[src/rtl/gtech_barrier_pkg.sv]
// Shared types and sizes for the 8-participant barrier.
package gtech_barrier_pkg;

  localparam int unsigned N_PART = 8;
  localparam int unsigned CNT_W  = 4;
  localparam int unsigned TMO_W  = 8;

  typedef enum logic [1:0] {
    IDLE    = 2'd0,
    COLLECT = 2'd1,
    DONE    = 2'd2
  } state_t;

endpackage

[src/rtl/gtech_popcnt8.sv]
// Combinational population count of an 8-bit vector.
module gtech_popcnt8
  import gtech_barrier_pkg::*;
(
  input  logic [N_PART-1:0] bits,
  output logic [CNT_W-1:0]  cnt
);

  always_comb begin
    cnt = '0;
    for (int unsigned i = 0; i < N_PART; i++) begin
      cnt = cnt + CNT_W'(bits[i]);
    end
  end

endmodule

[src/rtl/gtech_barrier8.sv]
// Eight-participant arrival barrier with one-cycle release pulse.
// Optional round timeout enabled by defining GTECH_BARRIER8_TMO_EN.
module gtech_barrier8
  import gtech_barrier_pkg::*;
#(
  parameter int unsigned TIMEOUT = 255
) (
  input  logic              CLK,
  input  logic              RST,
  input  logic [N_PART-1:0] ARR,
  input  logic [N_PART-1:0] MASK,
  input  logic              CLR,
  output logic              REL,
  output logic [N_PART-1:0] PEND,
  output logic [CNT_W-1:0]  CNT,
  output logic              BUSY,
  output logic              TMO
);

  if (TIMEOUT < 1 || TIMEOUT > 255) begin : g_bad_timeout
    $error("gtech_barrier8: TIMEOUT must be in 1..255");
  end

  state_t            state, state_n;
  logic [N_PART-1:0] pend_n;
  logic [N_PART-1:0] nxt;
  logic              complete;
  logic              rel_n;
  logic              expire;

  assign nxt      = PEND | (ARR & MASK);
  assign complete = (&(nxt | ~MASK)) && (MASK != '0);

  // Priority: abort, disabled barrier, completion, timeout, then collection.
  always_comb begin
    state_n = state;
    pend_n  = PEND;
    rel_n   = 1'b0;
    if (CLR || MASK == '0) begin
      state_n = IDLE;
      pend_n  = '0;
    end else if (complete) begin
      state_n = DONE;
      pend_n  = '0;
      rel_n   = 1'b1;
    end else if (expire) begin
      state_n = IDLE;
      pend_n  = '0;
    end else if (nxt != '0) begin
      state_n = COLLECT;
      pend_n  = nxt;
    end else begin
      state_n = IDLE;
      pend_n  = '0;
    end
  end

  always_ff @(posedge CLK or posedge RST) begin
    if (RST) begin
      state <= IDLE;
      PEND  <= '0;
      REL   <= 1'b0;
    end else begin
      state <= state_n;
      PEND  <= pend_n;
      REL   <= rel_n;
    end
  end

`ifdef GTECH_BARRIER8_TMO_EN
  logic [TMO_W-1:0] tcnt;

  assign expire = (state == COLLECT) && (tcnt == TMO_W'(TIMEOUT));

  // Counter is 1 in the first COLLECT cycle, so it equals the number of COLLECT cycles seen.
  always_ff @(posedge CLK or posedge RST) begin
    if (RST) begin
      tcnt <= '0;
      TMO  <= 1'b0;
    end else begin
      TMO <= !CLR && (MASK != '0) && !complete && expire;
      if (state_n == COLLECT) begin
        tcnt <= (state == COLLECT) ? tcnt + 1'b1 : TMO_W'(1);
      end else begin
        tcnt <= '0;
      end
    end
  end
`else
  assign expire = 1'b0;
  assign TMO    = 1'b0;
`endif

  assign BUSY = (state == COLLECT);

  gtech_popcnt8 u_popcnt (
    .bits (PEND & MASK),
    .cnt  (CNT)
  );

endmodule

[config.mk]
export PLATFORM = sky130hd
export DESIGN_NAME = gtech_barrier8
export DESIGN_NICKNAME = d
export VERILOG_FILES = /design/src/rtl/gtech_barrier_pkg.sv /design/src/rtl/gtech_popcnt8.sv /design/src/rtl/gtech_barrier8.sv
export SDC_FILE = /design/constraint.sdc
export NUM_CORES = 1
export LEC_CHECK = 0
export ABC_AREA = 1
export ABC_CLOCK_PERIOD_IN_PS = 5300
export BUFFER_PORTS_ARGS = -buffer_cell sky130_fd_sc_hd__buf_2
export CAP_MARGIN = 20
export CORE_UTILIZATION = 45
export DETAILED_ROUTE_END_ITERATION = 10
export PLACE_DENSITY = 0.77
export SYNTH_ARGS = -nofsm -noshare
export SYNTH_HDL_FRONTEND = slang
export SYNTH_SLANG_ARGS = --single-unit
export TNS_END_PERCENT = 100
[constraint.sdc]
create_clock -name CLK -period 5.3 [get_ports CLK]
set_input_delay 1.06 -clock CLK [delete_from_list [all_inputs] [get_ports CLK]]
set_output_delay 1.06 -clock CLK [all_outputs]
set_load 0.005 [all_outputs]
==> results of run 1 <==
==> state kept, by name (all words and copies together) (netlist names) <==
name / count
PEND: 8
REL: 1
state: 1
==> critical path, stage by stage <==
cell     delay [ps]
buf_2           120
nand2_1          50
inv_1            40
ha_1            260
inv_1            50
fa_1            500
fa_1            540
inv_1            60
fa_1            450
inv_1            80
fa_1            400
inv_1            60
buf_2           100
==> cells in the final DEF, fill, tap and decap left out, drive strengths merged <==
cell type,instances
buf,32
inv,25
nor2,18
nand2,15
dfrtp,10
a21oi,8
nand3,6
nand3b,5
fa,4
ha,3
clkbuf,3
nand4,3
xnor2,1
conb,1
==> final cells by class <==
class,instances,area [um^2]
repair buffers,32,160
clock buffers,3,22.5
inverters,25,93.8
flip-flops and latches,10,250
multi-input cells,64,412
fillers,156,583
well taps,16,20.0
==> routing by layer <==
layer / share of wire [%] / vias to the layer above / global-route usage, %
met5: 0 / - / 0
met4: 2.2 / 0 / 10.9
met3: 7.1 / 5 / 3.83
met2: 49 / 30 / 30.4
met1: 42 / 314 / 24.1
li1: - / 372 / -
==> cell usage after synthesis, drive strengths merged <==
cell type,n,share of area [%]
a21oi,8,5.2
buf,1,0.98
conb,1,0.49
dfrtp,10,33
fa,4,10
ha,3,4.9
inv,25,12
nand2,15,7.7
nand3,6,5.6
nand3b,5,4.9
nand4,3,3.3
nor2,18,10
xnor2,1,1.1
==> power by group <==
| group | total (mW) | leakage (nW) | switching [mW] | internal (mW) |
|---|---|---|---|---|
| sequential | 0.0868 | 0.132 | 0.00466 | 0.0821 |
| combinational | 0.0598 | 0.445 | 0.0336 | 0.0262 |
| clock | 0.0522 | 0.0138 | 0.0259 | 0.0262 |
| total | 0.199 | 0.592 | 0.0642 | 0.135 |
==> cell families (layout without fill, tap and decap cells) <==
kind of cell | count (synthesis) | count (layout)
adders and majority gates | 7 | 7
xor gates and xnor gates | 1 | 1
buffers and inverters | 26 | 60
and+or+nand+nor | 47 | 47
DFF | 10 | 10
other | 1 | 1
AOI/OAI and AO/OA | 8 | 8
==> worst min path at each step <==
stage               startpoint  endpoint  slack, ps  cells after the start
floorplan              PEND[4]   PEND[4]        550                      2
global placement       PEND[5]   PEND[5]        550                      2
detailed placement     PEND[5]   PEND[5]        550                      2
CTS                    PEND[5]   PEND[5]        570                      2
global route           PEND[0]   PEND[0]        620                      2
finish                 PEND[5]   PEND[5]        570                      2
==> results.tsv, run 1 <==
metric	value	unit
final non-filler cell total	150	
Placed Cells	147	
area grow syn2layout	25.6	%
Max Freq	0.207	GHz
vias in the first global route	639	
final setup vio count	0	
P_leak	0.592	nW
critical path peak fanout	4	
Yosys Warn Count	0	
WL/cell	10.5	um
fin worst setup slack	469	ps
hold slack	567	ps
drt drc	0	
Peak supply drop	0.141	mV
via count	721	
Overall Power	0.199	mW
CTS resizes	0	
clock sink count	10	
critical path class	in -> out	
Fin Setup TNS	0	ps
Final Instance Area	958	um^2
GP Congestion	0.812	
DR pass1 iterations	4	
register bit count reported by yosys	10	
vias per cell	4.81	
gr usage total	19.2	%
Core Box Area	0.00154	mm^2
ratio of cells with drive above 1 in the final layout	31.3	%
Synth Area in XOR/XNOR	1.15	%
Synth Area in Compound Gates	5.25	%
Util after Layout	62.2	%
Port-buffer cells	32	
Reg2Reg Depth	7	
hold_buf cts	0	
Worst EP required	4240	ps
largest net degree at the start of global routing	11	
clk slew on worst S/H paths	70	ps
post-synthesis mux area share	0	%
post-synthesis net count	126	
r2r setup slk	4190	ps
R2R Path End	PEND[0]	
first-pass GRT wire length	2.60	mm
Die Span Y	43.2	um
CTS tree	yes	
IO Pins	34	
DP Worst Slack	446	ps
# Post-CTS Setup Buffers	0	
Min-Delay Path Class	reg -> reg	
CTS root buffer	clkbuf_4	
final wirelength	1.58	mm
Initial Util	49.5	%
Final #Nets	162	
Die W	43.2	um
largest family of logic cells by synthesized area	simple AND/OR/NAND/NOR gates	
Post-Synth Adder-Cell Area	15.4	%
H-tree lvl count	1	
Final Hold Viols	0	
Num CTS Buffers	3	
Simple-Gate Fraction of Synth Area	31.6	%
Final HPWL DP	1.37	mm
status	finished clean	
unrepaired setup endpoints after global routing	false	
Netlist Area Pre-Place	763	um^2
crit path capture type	output pin	
Core Rows	14	
Worst Setup EP	CNT[1]	
ANT cells	0	
register area share after synthesis	32.8	%
minimum clock period	4830	ps
Mean Syn Cell Area	7.63	um^2
period utilization	91.1	%
Max Buffers Root-to-Sink	2	
gate count after technology mapping	100	
initial antenna violation count	0	
post-synth cell types	17	
grt ovf	0	
Worst Clk Skew	7.42	ps
Worst Setup SP	MASK[0]	
fin. max-slew vios	0	
Critical Path AT	3770	ps
post-route ant nets	0	
PwrDens	207	mW/mm^2
DR iter-0 viols	15	
Crit Reg-Reg Startpoint	PEND[7]	
die area	0.00186	mm^2
number of max-cap violations	0	
Critical Path Start Type	input port	
later-pin clock latency in the skew report	270	ps
Placement Cell Area	936	um^2
(Power assumes the default switching activity.)
==> run 2: changes to the inputs <==
PLACE_DENSITY = not set   (was 0.77)
PLACE_DENSITY_LB_ADDON = 0.08   (was not set)
==> results.tsv, run 2 (synthesis results as in run 1) <==
metric	value	unit	change
CTS resizes	0		unchanged
DP Worst Slack	497	ps	+50.3 ps
Critical Path Start Type	input port		
CTS root buffer	clkbuf_4		
fin. max-slew vios	0		unchanged
die area	0.00186	mm^2	unchanged
ANT cells	0		unchanged
WP depth	13		unchanged
WL/cell	9.83	um	-6.4%
first-pass GRT wire length	2.55	mm	-1.8%
Initial Util	49.5	%	unchanged
Die Span Y	43.2	um	unchanged
Min-Delay Path Class	reg -> reg		
unrepaired setup endpoints after global routing	false		
largest net degree at the start of global routing	11		unchanged
PwrDens	203	mW/mm^2	-2.0%
r2r setup slk	4190	ps	about the same
Reg2Reg Depth	7		unchanged
Worst Setup SP	MASK[0]		
Crit Reg-Reg Startpoint	PEND[2]		
crit path capture type	output pin		
area grow syn2layout	25.6	%	unchanged
status	finished clean		
GP Congestion	0.779		-4.0%
post-route ant nets	0		unchanged
Core Rows	14		unchanged
clk slew on worst S/H paths	60	ps	about the same
Final HPWL DP	1.30	mm	-5.2%
Port-buffer cells	32		unchanged
cell repeated most along the worst path	inv_1		
leading cell type in the layout, fill and taps excluded	buf_2		
critical path peak fanout	4		unchanged
worst-path cell with the longest stage delay	fa_1		
Worst Clk Skew	1.01	ps	-6.40 ps
worst path cell trace	buf_2, nand2_1, inv_1, ha_1, inv_1, fa_1, fa_1, inv_1, fa_1, inv_1, fa_1, inv_1, buf_2		
P_leak	0.592	nW	unchanged
R2R Path End	PEND[0]		
Fin Setup TNS	0	ps	unchanged
most frequent cells in the layout	buf_2, inv_1, nand2_1, nor2_1, dfrtp_1		
max reg flops	8		unchanged
grt ovf	0		unchanged
Critical Path AT	3740	ps	-30 ps
Regs by FF count	PEND (8), REL (1), state (1)		
Final Hold Viols	0		unchanged
Core Box Area	0.00154	mm^2	unchanged
final wirelength	1.47	mm	-6.4%
# Post-CTS Setup Buffers	0		unchanged
IO Pins	34		unchanged
initial antenna violation count	0		unchanged
number of max-cap violations	0		unchanged
Max stage delay on crit path	550	ps	about the same
CTS tree	yes		
DR iter-0 viols	12		-3
DR pass1 iterations	4		unchanged
critical path class	in -> out		
register with the most flip-flops	PEND		
Max Freq	0.209	GHz	+0.75%
cell family with most CP delay	adder cells		
fillcell total	146		-6.4%
Worst Setup EP	CNT[1]		
Worst EP required	4240	ps	about the same
ratio of cells with drive above 1 in the final layout	31.3	%	unchanged
clock sink count	10		unchanged
period utilization	90.5	%	-0.68 points
worst path bufs/invs	7		unchanged
gr usage total	18.1	%	-1.1 points
Peak supply drop	0.141	mV	-0.37%
vias per cell	4.78		-0.55%
final setup vio count	0		unchanged
Reg area	250	um^2	unchanged
fin worst setup slack	505	ps	+35.8 ps
via count	717		-0.55%
hold_buf cts	0		unchanged
H-tree lvl count	1		unchanged
Die W	43.2	um	unchanged
Num CTS Buffers	3		unchanged
Multi-input gate area	412	um^2	unchanged
later-pin clock latency in the skew report	260	ps	about the same
Final #Nets	162		unchanged
vias in the first global route	656		+2.7%
drt drc	0		unchanged
Max Buffers Root-to-Sink	2		unchanged
minimum clock period	4800	ps	-35.8 ps
run 2: cell counts in the layout (fill, tap and decap cells not counted):
No cell type changed its count.
run 2: worst reg2reg max path: stages (launching register included):
cell and delay, ps:
dfrtp_1 370, inv_1 50, nand3b_1 80, nand2_1 60
nor2_2 170, nand2_2 80, nand3_4 120, nor2_1 60
run 2: where the power goes:
part / switching [mW] / internal (mW)
combinational: 0.0327 / 0.0258
clock: 0.0236 / 0.0261
sequential: 0.00451 / 0.0821
total: 0.0608 / 0.134
run 2: cell type report:
type,instances,share of cell area [%]
Clock buffer,3,2.35
Inverter,25,9.79
Multi-Input combinational cell,64,43.0
Sequential cell,10,26.1
Tap cell,16,2.09
Timing Repair Buffer,32,16.7
run 2: per-stage QoR:
step                cell area (um^2)  util (%)  hold slack (ps)  cells  power (mW)
global placement                 936      60.7              558    147       0.146
CTS                              958      62.2              580    150       0.197
finish                           958      62.2              578    150       0.195
floorplan                        763         -              550    100       0.123
global route                     958      62.2              599    150       0.210
detailed placement               936      60.7              566    147       0.148
run 2: how the worst min path moves through the flow:
stage	from	slack [ps]	end	cells after the start
after floorplan	PEND[4]	550	PEND[4]	2
after global placement	PEND[4]	560	PEND[4]	2
after detailed placement	PEND[2]	570	PEND[2]	2
after CTS	PEND[2]	580	PEND[2]	2
after global routing	PEND[2]	600	PEND[2]	2
final	PEND[5]	580	PEND[5]	2
run 2: routing by layer:
metal | routed length, um | track usage [%]
met5 | 0 | 0
met4 | 0 | 7.27
met3 | 52 | 1.70
met2 | 750 | 31.3
met1 | 671 | 22.8
